### src/rtl/pipeline_ctrl_if.sv
// rtl/pipeline_ctrl_if.sv - hazard inputs and pipe-register controls between datapath and pipeline_ctrl
interface pipeline_ctrl_if;
  logic        ihit;
  logic        dhit;
  logic        mem_dREN;
  logic        mem_dWEN;
  logic        ex_dREN;
  logic [4:0]  ex_wsel;
  logic [4:0]  id_rs;
  logic [4:0]  id_rt;
  logic        id_uses_rt;
  logic        ex_branch_taken;
  logic        id_jump;
  logic        wb_halt;

  logic        pc_EN;
  logic        ifid_EN;
  logic        idex_EN;
  logic        exmem_EN;
  logic        memwb_EN;
  logic        ifid_flush;
  logic        idex_flush;
  logic        exmem_flush;
  logic        memwb_flush;
  logic        halt;
  logic [31:0] stall_cnt;
  logic [31:0] flush_cnt;

  // master: the sequencer
  modport master (
    input  ihit, dhit, mem_dREN, mem_dWEN, ex_dREN, ex_wsel, id_rs, id_rt,
           id_uses_rt, ex_branch_taken, id_jump, wb_halt,
    output pc_EN, ifid_EN, idex_EN, exmem_EN, memwb_EN,
           ifid_flush, idex_flush, exmem_flush, memwb_flush,
           halt, stall_cnt, flush_cnt
  );

  // slave: the datapath
  modport slave (
    output ihit, dhit, mem_dREN, mem_dWEN, ex_dREN, ex_wsel, id_rs, id_rt,
           id_uses_rt, ex_branch_taken, id_jump, wb_halt,
    input  pc_EN, ifid_EN, idex_EN, exmem_EN, memwb_EN,
           ifid_flush, idex_flush, exmem_flush, memwb_flush,
           halt, stall_cnt, flush_cnt
  );
endinterface

### src/rtl/pipeline_ctrl.sv
// rtl/pipeline_ctrl.sv - stall/flush sequencer for the five-stage pipeline
// Optional performance counters enabled by defining PIPE_PERF_CNT_EN.
module pipeline_ctrl (
  input  logic            CLK,
  input  logic            RST,
  pipeline_ctrl_if.master pif
);

  typedef enum logic [1:0] {
    RUN    = 2'd0,
    DSTALL = 2'd1,
    HALT   = 2'd2
  } state_t;

  state_t state_q, state_d;
  logic   halt_q, halt_d;

  logic dmem_pend;
  logic load_use;
  logic pc_en, ifid_en, idex_en, exmem_en, memwb_en;
  logic ifid_fl, idex_fl, exmem_fl, memwb_fl;

  always_comb begin
    dmem_pend = (pif.mem_dREN | pif.mem_dWEN) & ~pif.dhit;
    load_use  = pif.ex_dREN & (pif.ex_wsel != 5'd0) &
                ((pif.ex_wsel == pif.id_rs) |
                 (pif.id_uses_rt & (pif.ex_wsel == pif.id_rt)));
  end

  always_comb begin
    pc_en    = 1'b1;
    ifid_en  = 1'b1;
    idex_en  = 1'b1;
    exmem_en = 1'b1;
    memwb_en = 1'b1;
    ifid_fl  = 1'b0;
    idex_fl  = 1'b0;
    exmem_fl = 1'b0;
    memwb_fl = 1'b0;
    state_d  = state_q;

    if (RST) begin
      pc_en    = 1'b0;
      ifid_en  = 1'b0;
      idex_en  = 1'b0;
      exmem_en = 1'b0;
      memwb_en = 1'b0;
      ifid_fl  = 1'b1;
      idex_fl  = 1'b1;
      exmem_fl = 1'b1;
      memwb_fl = 1'b1;
      state_d  = RUN;
    end else begin
      case (state_q)
        HALT: begin
          pc_en    = 1'b0;
          ifid_en  = 1'b0;
          idex_en  = 1'b0;
          exmem_en = 1'b0;
          memwb_en = 1'b0;
        end
        default: begin
          if (pif.wb_halt) begin
            // freeze everything; the halting instruction has already retired
            pc_en    = 1'b0;
            ifid_en  = 1'b0;
            idex_en  = 1'b0;
            exmem_en = 1'b0;
            memwb_en = 1'b0;
            state_d  = HALT;
          end else if (dmem_pend) begin
            pc_en    = 1'b0;
            ifid_en  = 1'b0;
            idex_en  = 1'b0;
            exmem_en = 1'b0;
            memwb_fl = 1'b1;
            state_d  = DSTALL;
          end else begin
            state_d = RUN;
            if (pif.ex_branch_taken) begin
              ifid_fl = 1'b1;
              idex_fl = 1'b1;
            end else if (load_use) begin
              pc_en   = 1'b0;
              ifid_en = 1'b0;
              idex_fl = 1'b1;
            end else if (pif.id_jump) begin
              ifid_fl = 1'b1;
            end else if (!pif.ihit) begin
              pc_en   = 1'b0;
              ifid_fl = 1'b1;
            end
          end
        end
      endcase
    end

    halt_d = (state_d == HALT);
  end

  always_ff @(posedge CLK) begin
    if (RST) begin
      state_q <= RUN;
      halt_q  <= 1'b0;
    end else begin
      state_q <= state_d;
      halt_q  <= halt_d;
    end
  end

`ifdef PIPE_PERF_CNT_EN
  logic [31:0] stall_cnt_q, stall_cnt_d;
  logic [31:0] flush_cnt_q, flush_cnt_d;

  always_comb begin
    stall_cnt_d = stall_cnt_q;
    flush_cnt_d = flush_cnt_q;
    if (!RST && (state_q != HALT)) begin
      if (!pc_en)
        stall_cnt_d = stall_cnt_q + 32'd1;
      if (ifid_fl | idex_fl)
        flush_cnt_d = flush_cnt_q + 32'd1;
    end
  end

  always_ff @(posedge CLK) begin
    if (RST) begin
      stall_cnt_q <= 32'd0;
      flush_cnt_q <= 32'd0;
    end else begin
      stall_cnt_q <= stall_cnt_d;
      flush_cnt_q <= flush_cnt_d;
    end
  end

  assign pif.stall_cnt = stall_cnt_q;
  assign pif.flush_cnt = flush_cnt_q;
`else
  assign pif.stall_cnt = 32'd0;
  assign pif.flush_cnt = 32'd0;
`endif

  assign pif.pc_EN       = pc_en;
  assign pif.ifid_EN     = ifid_en;
  assign pif.idex_EN     = idex_en;
  assign pif.exmem_EN    = exmem_en;
  assign pif.memwb_EN    = memwb_en;
  assign pif.ifid_flush  = ifid_fl;
  assign pif.idex_flush  = idex_fl;
  assign pif.exmem_flush = exmem_fl;
  assign pif.memwb_flush = memwb_fl;
  assign pif.halt        = halt_q;

endmodule

### src/flat_wrapper.sv
// flat-port wrapper written by rule: the top's interface ports become plain ports
module pipeline_ctrl_flat 
  (CLK, RST, pif_ihit, pif_dhit, pif_mem_dREN, pif_mem_dWEN, pif_ex_dREN, pif_ex_wsel, pif_id_rs, pif_id_rt, pif_id_uses_rt, pif_ex_branch_taken, pif_id_jump, pif_wb_halt, pif_pc_EN, pif_ifid_EN, pif_idex_EN, pif_exmem_EN, pif_memwb_EN, pif_ifid_flush, pif_idex_flush, pif_exmem_flush, pif_memwb_flush, pif_halt, pif_stall_cnt, pif_flush_cnt);
  pipeline_ctrl_if pif_i ();
  input  logic CLK;
  input  logic RST;
  input wire logic [$bits(pif_i.ihit)-1:0] pif_ihit;
  input wire logic [$bits(pif_i.dhit)-1:0] pif_dhit;
  input wire logic [$bits(pif_i.mem_dREN)-1:0] pif_mem_dREN;
  input wire logic [$bits(pif_i.mem_dWEN)-1:0] pif_mem_dWEN;
  input wire logic [$bits(pif_i.ex_dREN)-1:0] pif_ex_dREN;
  input wire logic [$bits(pif_i.ex_wsel)-1:0] pif_ex_wsel;
  input wire logic [$bits(pif_i.id_rs)-1:0] pif_id_rs;
  input wire logic [$bits(pif_i.id_rt)-1:0] pif_id_rt;
  input wire logic [$bits(pif_i.id_uses_rt)-1:0] pif_id_uses_rt;
  input wire logic [$bits(pif_i.ex_branch_taken)-1:0] pif_ex_branch_taken;
  input wire logic [$bits(pif_i.id_jump)-1:0] pif_id_jump;
  input wire logic [$bits(pif_i.wb_halt)-1:0] pif_wb_halt;
  output wire logic [$bits(pif_i.pc_EN)-1:0] pif_pc_EN;
  output wire logic [$bits(pif_i.ifid_EN)-1:0] pif_ifid_EN;
  output wire logic [$bits(pif_i.idex_EN)-1:0] pif_idex_EN;
  output wire logic [$bits(pif_i.exmem_EN)-1:0] pif_exmem_EN;
  output wire logic [$bits(pif_i.memwb_EN)-1:0] pif_memwb_EN;
  output wire logic [$bits(pif_i.ifid_flush)-1:0] pif_ifid_flush;
  output wire logic [$bits(pif_i.idex_flush)-1:0] pif_idex_flush;
  output wire logic [$bits(pif_i.exmem_flush)-1:0] pif_exmem_flush;
  output wire logic [$bits(pif_i.memwb_flush)-1:0] pif_memwb_flush;
  output wire logic [$bits(pif_i.halt)-1:0] pif_halt;
  output wire logic [$bits(pif_i.stall_cnt)-1:0] pif_stall_cnt;
  output wire logic [$bits(pif_i.flush_cnt)-1:0] pif_flush_cnt;
  assign pif_i.ihit = pif_ihit;
  assign pif_i.dhit = pif_dhit;
  assign pif_i.mem_dREN = pif_mem_dREN;
  assign pif_i.mem_dWEN = pif_mem_dWEN;
  assign pif_i.ex_dREN = pif_ex_dREN;
  assign pif_i.ex_wsel = pif_ex_wsel;
  assign pif_i.id_rs = pif_id_rs;
  assign pif_i.id_rt = pif_id_rt;
  assign pif_i.id_uses_rt = pif_id_uses_rt;
  assign pif_i.ex_branch_taken = pif_ex_branch_taken;
  assign pif_i.id_jump = pif_id_jump;
  assign pif_i.wb_halt = pif_wb_halt;
  assign pif_pc_EN = pif_i.pc_EN;
  assign pif_ifid_EN = pif_i.ifid_EN;
  assign pif_idex_EN = pif_i.idex_EN;
  assign pif_exmem_EN = pif_i.exmem_EN;
  assign pif_memwb_EN = pif_i.memwb_EN;
  assign pif_ifid_flush = pif_i.ifid_flush;
  assign pif_idex_flush = pif_i.idex_flush;
  assign pif_exmem_flush = pif_i.exmem_flush;
  assign pif_memwb_flush = pif_i.memwb_flush;
  assign pif_halt = pif_i.halt;
  assign pif_stall_cnt = pif_i.stall_cnt;
  assign pif_flush_cnt = pif_i.flush_cnt;
  pipeline_ctrl u_core (.CLK(CLK), .RST(RST), .pif(pif_i));
endmodule
### config.mk
export PLATFORM = sky130hd
export DESIGN_NAME = pipeline_ctrl_flat
export DESIGN_NICKNAME = d
export VERILOG_FILES = /design/src/rtl/pipeline_ctrl_if.sv /design/src/rtl/pipeline_ctrl.sv /design/src/flat_wrapper.sv
export SDC_FILE = /design/constraint.sdc
export NUM_CORES = 1
export LEC_CHECK = 0
export CORE_MARGIN = 2
export CORE_UTILIZATION = 29
export CTS_CLUSTER_SIZE = 24
export DETAILED_ROUTE_END_ITERATION = 16
export HOLD_SLACK_MARGIN = 0.15
export PLACE_DENSITY = 0.95
export SYNTH_ARGS = -nofsm -noshare
export SYNTH_HDL_FRONTEND = slang
export SYNTH_SLANG_ARGS = --single-unit
### constraint.sdc
create_clock -name CLK -period 3.8 [get_ports CLK]
set_input_delay 0.38 -clock CLK [delete_from_list [all_inputs] [get_ports CLK]]
set_output_delay 0.38 -clock CLK [all_outputs]
set_load 0.005 [all_outputs]
==> flow_metrics.env, run 1 <==
export IMPL_status="complete, no violations"
export IMPL_worst_r2r_cell_count=4
export IMPL_seq_area_um2=60.1
export IMPL_path_delay_family="buffers and inverters"
export IMPL_crit_path_start_kind="input pin"
export IMPL_drc=0
export IMPL_clk_latency_ns=0.23
export IMPL_gp_congestion=0.737
export IMPL_antenna_found_initial=0
export IMPL_path_class="in -> out"
export IMPL_cts_setup_buffers=0
export IMPL_grt_use_total=0.0785
export IMPL_setup_violations_final=0
export IMPL_finalHoldViolCount=0
export IMPL_critical_path_max_stage_delay_ns=0.55
export IMPL_p_total_mw=0.175
export IMPL_clk_pin_slew_ns=0.04
export IMPL_min_from="u_core.state_q[0]$_SDFF_PP0_"
export IMPL_power_internal_mw=0.119
export IMPL_synth_top_cells_by_count="buf_4 (66), xnor2_1 (10), nor2_1 (5), nor3_1 (4), dfxtp_1 (3)"
export IMPL_netlist_area_um2=823
export IMPL_drive_above_1_share=0.0414
export IMPL_rows=19
export IMPL_hp_class="reg -> reg"
export IMPL_finalSetupTns_ns=0
export IMPL_dp_hpwl_um=1380
export IMPL_finalNetCount=172
export IMPL_crit_path_top_delay_cell="or4_4"
export IMPL_ant_nets=0
export IMPL_ctsResizeCount=0
export IMPL_worstPathCellList="clkdlybuf4s50_1 -> or4_4 -> o21ai_2 -> nor2_1 -> a211oi_1 -> clkdlybuf4s50_1"
export IMPL_grt_setup_unrepaired="false"
export IMPL_ys_ff_latch=3
export IMPL_core_area_mm2=0.00273
export IMPL_vias=632
export IMPL_cts_root_buf="clkbuf_4"
export IMPL_area_delta_synth_final_pct=18.5
export IMPL_regToRegSetupSlack_ns=2.82
export IMPL_leakagePower_nw=0.469
export IMPL_syn_area_per_cell_um2=7.48
export IMPL_grt_pass1_vias=518
export IMPL_grt_first_pass_wirelength_um=1980
export IMPL_yosys_warnings=0
export IMPL_maxCapViolCount=0
export IMPL_synthCells=110
export IMPL_worstHoldEndpoint="u_core.state_q[1]$_SDFF_PP0_"
export IMPL_r2r_start="u_core.state_q[1]$_SDFF_PP0_"
export IMPL_worstPathMaxFanout=3
export IMPL_portBuffers=35
export IMPL_synth_most_common_cell="buf_4"
export IMPL_synthArstFlopShare=0
export IMPL_crit_buf_inv=2
export IMPL_start_util=0.301
export IMPL_totalWireLength_um=1480
export IMPL_endpoint_kind="output port"
export IMPL_first_iter_violations=42
export IMPL_die_w_um=57.3
export IMPL_grt_max_degree=11
export IMPL_drt_pass1_iter_count=4
export IMPL_finalCriticalPeriod_ns=2.84
export IMPL_yosysTopAreaCell="buf_4"
export IMPL_cts_sink_count=3
export IMPL_cts_buffer_depth=2
export IMPL_timing_final_ws_setup_ns=0.963
export IMPL_design_area_um2=976
export IMPL_critPathMostFrequentCell="clkdlybuf4s50_1"
export IMPL_p_clk_frac=0.316
export IMPL_die_area_mm2=0.00328
export IMPL_max_freq_mhz=352
export IMPL_power_frac_seq=0.195
export IMPL_ys_flop_type="dfxtp_1"
export IMPL_cts_buffers=3
export IMPL_r2r_end="u_core.state_q[0]$_SDFF_PP0_"
export IMPL_h_tree_depth=1
export IMPL_diodes=0
export IMPL_powerDensity_mw_per_mm2=179
export IMPL_fin_skew_ns=0.00169
export IMPL_place_area_um2=950
export IMPL_ys_seq_area_frac=0.0729
export IMPL_cp_required_ns=3.42
export IMPL_synth_top_area_frac=0.602
export IMPL_cts_tree="yes"
export IMPL_multiInputGateArea_um2=497
export IMPL_power_frac_comb=0.489
export IMPL_ys_types=25
export IMPL_wl_per_cell_um=8.41
export IMPL_slew_viol_final=0
export IMPL_overflow=0
export IMPL_switching_share=0.317
export IMPL_hold_buffers=0
export IMPL_fin_crit_sh=0.747
export IMPL_cp_arrival_ns=2.46
export IMPL_whs_path_depth=3
export IMPL_boundaryPins=100
export IMPL_synth_edff_count=0
export IMPL_ir_drop_uv=134
export IMPL_post_place_ws_ns=0.942
export IMPL_synth_area_leaders="buf_4 (60%), xnor2_1 (11%), dfxtp_1 (7.3%)"
export IMPL_n_fill_cell=288
export IMPL_die_height_um=57.3
export IMPL_viasPerCell=3.59
export IMPL_p_sw_mw=0.0553
[cell families after synthesis]
group | synth area share
AO/OA/AOI/OAI | 0.0790
XOR/XNOR | 0.106
buffers and inverters | 0.611
flip-flops | 0.0730
other | 0.00455
AND/OR/NAND/NOR | 0.126
[placed cells by master, fill, tap and decap left out, types with 2 or more instances in the layout]
| cell | n |
|---|---|
| conb_1 | 64 |
| xnor2_1 | 10 |
| clkdlybuf4s50_1 | 35 |
| clkbuf_4 | 3 |
| dfxtp_1 | 3 |
| a21oi_1 | 2 |
| nor3_1 | 4 |
| nand2_1 | 2 |
| nor2_1 | 5 |
[worst min-delay path: stages, from the launching register on]
cell	delay, ns
dfxtp_1	0.30
nor2b_1	0.05
nor2_1	0.16
nor2_1	0.06
[metrics by stage]
| step | std cells | hold slack (ns) | utilization |
|---|---|---|---|
| 2_1_floorplan | 173 | 0.522 | - |
| 4_1_cts | 176 | 0.636 | 0.357 |
| 3_5_place_dp | 172 | 0.618 | 0.347 |
| 6_report | 176 | 0.629 | 0.357 |
| 5_1_grt | 176 | 0.652 | 0.357 |
| 3_3_place_gp | 172 | 0.602 | 0.347 |
[sequential cells by signal, indices dropped and copies added, names as in the netlist]
signal           flops
u_core.state_q       2
u_core.pif.halt      1
[worst max-delay path by stage]
stage                   start              to  slack, ns  cells past startpoint
3_5_place_dp   pif_ex_wsel[1]       pif_pc_EN       0.94                      6
2_1_floorplan  pif_ex_wsel[1]  pif_idex_flush       2.00                      4
4_1_cts        pif_ex_wsel[1]       pif_pc_EN       0.94                      6
5_1_grt        pif_ex_wsel[1]       pif_pc_EN       0.85                      6
3_3_place_gp   pif_ex_wsel[1]       pif_pc_EN       0.98                      6
6_report       pif_ex_wsel[1]       pif_pc_EN       0.96                      6
[layer usage]
layer | wire, um | global-route usage | up-vias
met5 | 0 | 0 | -
li1 | - | - | 292
met2 | 834 | 0.172 | 66
met4 | 0 | 0.0365 | 0
met1 | 415 | 0.0593 | 274
met3 | 231 | 0.0204 | 0
[layout make-up]
type	instances	area share
Clock buffer	4	0.0269
Inverter	1	0.00385
Multi-Input combinational cell	102	0.509
Sequential cell	3	0.0615
Tap cell	31	0.0397
Timing Repair Buffer	35	0.359
[power by group through the flow]
stage               clock, mW  sequential, mW  combinational (mW)
finish                 0.0552          0.0341              0.0854
global route           0.0602          0.0341              0.0947
CTS                    0.0590          0.0340              0.0851
detailed placement          0          0.0346              0.0848
global placement            0          0.0344              0.0831
floorplan                   0          0.0345              0.0874
Power figures use the tool's default switching activity.
==> run 2: changes to the inputs <==
CORE_UTILIZATION = 24   (was 29)
PLACE_DENSITY = 0.88   (was 0.95)
clock period = 2.45 ns   (was 3.8 ns; I/O delays follow)
==> run 2 against run 1 <==
  * Worst hold slack worse by 0.0013 ns
  * Clock-buffer cell count stayed put
  * Wire length is 3.2% higher
  * Power is 59% higher
==> flow_metrics.env, run 2 (synthesis gave the netlist of run 1 again) <==
export IMPL_regToRegSetupSlack_ns=1.52
export IMPL_largest_reg_flops=2
export IMPL_cts_tree="yes"
export IMPL_p_clk_frac=0.317
export IMPL_finalNetCount=177
export IMPL_ant_nets=0
export IMPL_grt_use_total=0.0725
export IMPL_final_cell_mix="conb_1 (64), clkdlybuf4s50_1 (31), xnor2_1 (10), nor2_1 (5), buf_4 (5)"
export IMPL_grt_pass1_vias=562
export IMPL_drt_pass1_iter_count=2
export IMPL_crit_path_start_kind="input pin"
export IMPL_ir_drop_uv=90.2
export IMPL_power_internal_mw=0.189
export IMPL_powerDensity_mw_per_mm2=268
export IMPL_core_area_mm2=0.00331
export IMPL_clk_latency_ns=0.24
export IMPL_die_height_um=62.6
export IMPL_vias=645
export IMPL_finalCriticalPeriod_ns=2.28
export IMPL_grt_setup_unrepaired="false"
export IMPL_area_delta_synth_final_pct=26.1
export IMPL_overflow=0
export IMPL_h_tree_depth=1
export IMPL_power_frac_seq=0.189
export IMPL_worstPathCellList="clkdlybuf4s50_1 -> or4_4 -> o21ai_4 -> nor3_1 -> a221o_1 -> dlygate4sd2_1"
export IMPL_max_freq_mhz=438
export IMPL_maxCapViolCount=0
export IMPL_drc=0
export IMPL_start_util=0.249
export IMPL_dp_hpwl_um=1440
export IMPL_worstPathMaxFanout=3
export IMPL_wl_per_cell_um=7.80
export IMPL_n_fill_cell=385
export IMPL_diodes=0
export IMPL_cts_root_buf="clkbuf_4"
export IMPL_gp_congestion=0.707
export IMPL_grt_first_pass_wirelength_um=2250
export IMPL_boundaryPins=100
export IMPL_first_iter_violations=39
export IMPL_viasPerCell=3.29
export IMPL_drive_above_1_share=0.0733
export IMPL_totalWireLength_um=1530
export IMPL_switching_share=0.322
export IMPL_crit_path_top_delay_cell="or4_4"
export IMPL_cts_buffers=3
export IMPL_critical_path_max_stage_delay_ns=0.55
export IMPL_status="complete, no violations"
export IMPL_path_class="in -> out"
export IMPL_slew_viol_final=0
export IMPL_cts_sink_count=3
export IMPL_cp_required_ns=2.20
export IMPL_endpoint_kind="output port"
export IMPL_portBuffers=35
export IMPL_multiInputGateArea_um2=504
export IMPL_antenna_found_initial=0
export IMPL_clk_pin_slew_ns=0.04
export IMPL_p_total_mw=0.278
export IMPL_cts_buffer_depth=2
export IMPL_leakagePower_nw=0.512
export IMPL_hp_class="reg -> reg"
export IMPL_die_area_mm2=0.00392
export IMPL_setup_violations_final=0
export IMPL_rows=21
export IMPL_p_sw_mw=0.0894
export IMPL_seq_area_um2=60.1
export IMPL_finalHoldViolCount=0
export IMPL_cp_arrival_ns=2.04
export IMPL_fin_crit_sh=0.932
export IMPL_top_register="u_core.state_q"
export IMPL_grt_max_degree=10
export IMPL_power_frac_comb=0.493
export IMPL_fin_skew_ns=0.00508
export IMPL_mostFrequentLayoutCell="conb_1"
export IMPL_timing_hold_ws_ns=0.628
export IMPL_die_w_um=62.6
[run 2: power by group through the flow]
| stage | Sequential, mW | Clock (mW) | Combinational [mW] |
|---|---|---|---|
| final | 0.0526 | 0.0882 | 0.137 |
| after global routing | 0.0529 | 0.0949 | 0.152 |
| after CTS | 0.0527 | 0.0906 | 0.137 |
| after detailed placement | 0.0535 | 0 | 0.138 |
| after global placement | 0.0534 | 0 | 0.135 |
| after floorplan | 0.0535 | 0 | 0.136 |
[run 2: layout make-up]
class	instances	area share
Inverter	1	0.00361
Tap cell	46	0.0554
Timing Repair Buffer	40	0.372
Clock buffer	4	0.0253
Multi-Input combinational cell	102	0.486
Sequential cell	3	0.0578
[run 2: layer usage]
| metal | up-vias | wire length, um | global-route usage |
|---|---|---|---|
| li1 | 300 | - | - |
| met5 | - | 0 | 0 |
| met4 | 0 | 19 | 0.0417 |
| met3 | 2 | 244 | 0.0216 |
| met2 | 62 | 839 | 0.149 |
| met1 | 281 | 425 | 0.0589 |
[run 2: final timing paths]
path / from / end / cells past startpoint
min reg2reg: u_core.state_q[0]$_SDFF_PP0_ / u_core.pif.halt$_SDFF_PP0_ / 3
min: u_core.state_q[0]$_SDFF_PP0_ / u_core.pif.halt$_SDFF_PP0_ / 3
max: pif_ex_wsel[1] / pif_idex_flush / 6
max reg2reg: u_core.state_q[1]$_SDFF_PP0_ / u_core.state_q[0]$_SDFF_PP0_ / 4
[run 2: metrics by stage]
stage	setup WS, ns	setup TNS [ns]	std cells	cell area [um2]	util
floorplan	0.920	0	173	1060	-
CTS	0.0301	0	196	1040	0.313
global route	0.0876	0	196	1040	0.314
detailed placement	-0.0753	-0.156	192	1010	0.304
global placement	-0.0410	-0.0769	192	1010	0.304
finish	0.165	0	196	1040	0.314
[run 2: repair_timing]
| action | 4_1_cts | 5_1_grt |
|---|---|---|
| setup buffers | 0 | 0 |
| hold buffers | 0 | 0 |
| pin swaps | 1 | 1 |
| gates resized for setup | 4 | 1 |
| endpoints found under the setup margin | 3 | 1 |
[run 2: critical path: cells and delay by family]
| kind | cells | cell delay (ns) |
|---|---|---|
| buf+inv | 2 | 0.69 |
| compound gates | 2 | 0.48 |
| simple gates | 2 | 0.61 |
==> run 3: changes to the inputs <==
CORE_MARGIN = default   (was 2)
==> run 3 against run 2 <==
  * Non-clock buffer count is the same
  * Register-to-register slack lost 0.03 ns
  * Sequential share of layout area is essentially flat
  * Global-route usage shrank 0.41 points
  * Worst hold slack lost 0.024 ns
  * Cell area grew 0.12%
==> flow_metrics.env, run 3 (synthesis gave the netlist of run 1 again) <==
export IMPL_start_util=0.261
export IMPL_n_fill_cell=370
export IMPL_place_area_mm2=0.00100
export IMPL_switching_share=0.314
export IMPL_worstPathMaxFanout=3
export IMPL_vias=638
export IMPL_crit_path_top_delay_cell="or4_4"
export IMPL_power_frac_seq=0.191
export IMPL_ant_nets=0
export IMPL_drt_pass1_iter_count=3
export IMPL_finalHoldViolCount=0
export IMPL_fin_crit_sh=0.927
export IMPL_die_height_um=60.6
export IMPL_drc=0
export IMPL_powerDensity_mw_per_mm2=265
export IMPL_status="complete, no violations"
export IMPL_post_route_util=0.330
export IMPL_finalNetCount=177
export IMPL_area_delta_synth_final_pct=26.3
export IMPL_die_area_mm2=0.00367
export IMPL_gp_congestion=0.728
export IMPL_overflow=0
export IMPL_portBuffers=35
export IMPL_grt_max_degree=7
export IMPL_grt_use_total=0.0684
export IMPL_largest_reg_flops=2
export IMPL_die_w_um=60.6
export IMPL_boundaryPins=100
export IMPL_worstPathCellList="clkdlybuf4s50_1 -> or4_4 -> o21ai_4 -> nor3_1 -> a221o_1 -> dlygate4sd2_1"
export IMPL_antenna_found_initial=0
export IMPL_endpoint_kind="output port"
export IMPL_h_tree_depth=1
export IMPL_core_area_mm2=0.00315
export IMPL_viasPerCell=3.29
export IMPL_cts_buffers=3
export IMPL_p_sw_mw=0.0865
export IMPL_clk_latency_ns=0.23
export IMPL_design_area_mm2=0.00104
export IMPL_path_delay_family="buffers and inverters"
export IMPL_rows=20
export IMPL_p_clk_frac=0.312
export IMPL_totalWireLength_um=1430
export IMPL_dp_cells=190
export IMPL_maxCapViolCount=0
export IMPL_cts_buffer_depth=2
export IMPL_ir_drop_uv=59.5
export IMPL_grt_pass1_vias=467
export IMPL_cp_arrival_ns=2.03
export IMPL_layout_cells_non_filler=194
export IMPL_final_cell_mix="conb_1 (64), clkdlybuf4s50_1 (31), xnor2_1 (10), nor2_1 (5), buf_4 (5)"
export IMPL_cp_required_ns=2.20
export IMPL_drive_above_1_share=0.0733
export IMPL_leakagePower_nw=0.524
export IMPL_crit_path_start_kind="input pin"
export IMPL_top_register="u_core.state_q"
export IMPL_slew_viol_final=0
export IMPL_fin_skew_ns=0.00290
export IMPL_critical_path_max_stage_delay_ns=0.55
export IMPL_cts_tree="yes"
export IMPL_first_iter_violations=29
export IMPL_power_frac_comb=0.497
export IMPL_grt_first_pass_wirelength_um=1770
export IMPL_grt_setup_unrepaired="false"
export IMPL_max_freq_mhz=440
export IMPL_wl_per_cell_um=7.37
export IMPL_dp_hpwl_um=1380
export IMPL_power_internal_mw=0.189
export IMPL_path_class="in -> out"
export IMPL_cts_sink_count=3
export IMPL_finalCriticalPeriod_ns=2.27
export IMPL_crit_buf_inv=2
export IMPL_clk_pin_slew_ns=0.04
export IMPL_cts_setup_buffers=0
export IMPL_diodes=0
export IMPL_hp_class="reg -> reg"
export IMPL_cts_root_buf="clkbuf_4"
export IMPL_setup_violations_final=0
export IMPL_mostFrequentLayoutCell="conb_1"
## run 3: cell type report
cell class	instances	area (um2)	area share
clock buffer	4	26.3	0.0253
inverter	1	3.75	0.00361
multi-input combinational	102	504	0.485
sequential	3	60.1	0.0578
tap	44	55.1	0.0529
timing repair buffer	40	390	0.375
## run 3: timing repair
item                                    in CTS  in global routing
hold buffers                                 0                  0
hold endpoints to repair                     0                  0
gates resized for setup                      3                  2
pin swaps                                    1                  0
endpoints found under the setup margin       3                  2
cloned                                       0                  0
## run 3: metrics by stage
stage / setup slack, ns / setup TNS [ns] / hold WS (ns) / power (mW)
5_1_grt: 0.0867 / 0 / 0.668 / 0.306
4_1_cts: 0.00485 / 0 / 0.617 / 0.282
3_3_place_gp: -0.0634 / -0.0929 / 0.610 / 0.189
3_5_place_dp: -0.0794 / -0.115 / 0.611 / 0.191
2_1_floorplan: 0.920 / 0 / 0.387 / 0.189
6_report: 0.179 / 0 / 0.604 / 0.275
## run 3: metal layers
| layer | routed length [um] | vias up | part of all wire | GRT usage |
|---|---|---|---|---|
| li1 | - | 302 | - | - |
| met1 | 392 | 273 | 0.27 | 0.0473 |
| met2 | 853 | 63 | 0.60 | 0.162 |
| met3 | 183 | 0 | 0.13 | 0.0192 |
| met4 | 0 | 0 | 0 | 0.0195 |
| met5 | 0 | - | 0 | 0 |
## run 3: final timing paths
| path | slack (ns) | end | start | depth (start not counted) |
|---|---|---|---|---|
| setup / recovery | 0.18 | pif_idex_flush | pif_ex_wsel[1] | 6 |
| hold / removal | 0.60 | u_core.pif.halt$_SDFF_PP0_ | u_core.state_q[0]$_SDFF_PP0_ | 3 |
| setup reg to reg | 1.49 | u_core.state_q[0]$_SDFF_PP0_ | u_core.state_q[1]$_SDFF_PP0_ | 4 |
| hold reg to reg | 0.60 | u_core.pif.halt$_SDFF_PP0_ | u_core.state_q[0]$_SDFF_PP0_ | 3 |
## run 3: worst min-delay path: cells and delay by family, from the launching register on
kind             cells  cell delay [ns]
flip-flops           1             0.29
AND/OR/NAND/NOR      3             0.26
## run 3: power by group through the flow
stage | Clock [mW] | Combinational (mW) | Sequential [mW]
final | 0.0858 | 0.137 | 0.0527
after global routing | 0.0998 | 0.154 | 0.0528
after CTS | 0.0915 | 0.138 | 0.0527
after global placement | 0 | 0.135 | 0.0533
after detailed placement | 0 | 0.138 | 0.0534
after floorplan | 0 | 0.136 | 0.0535
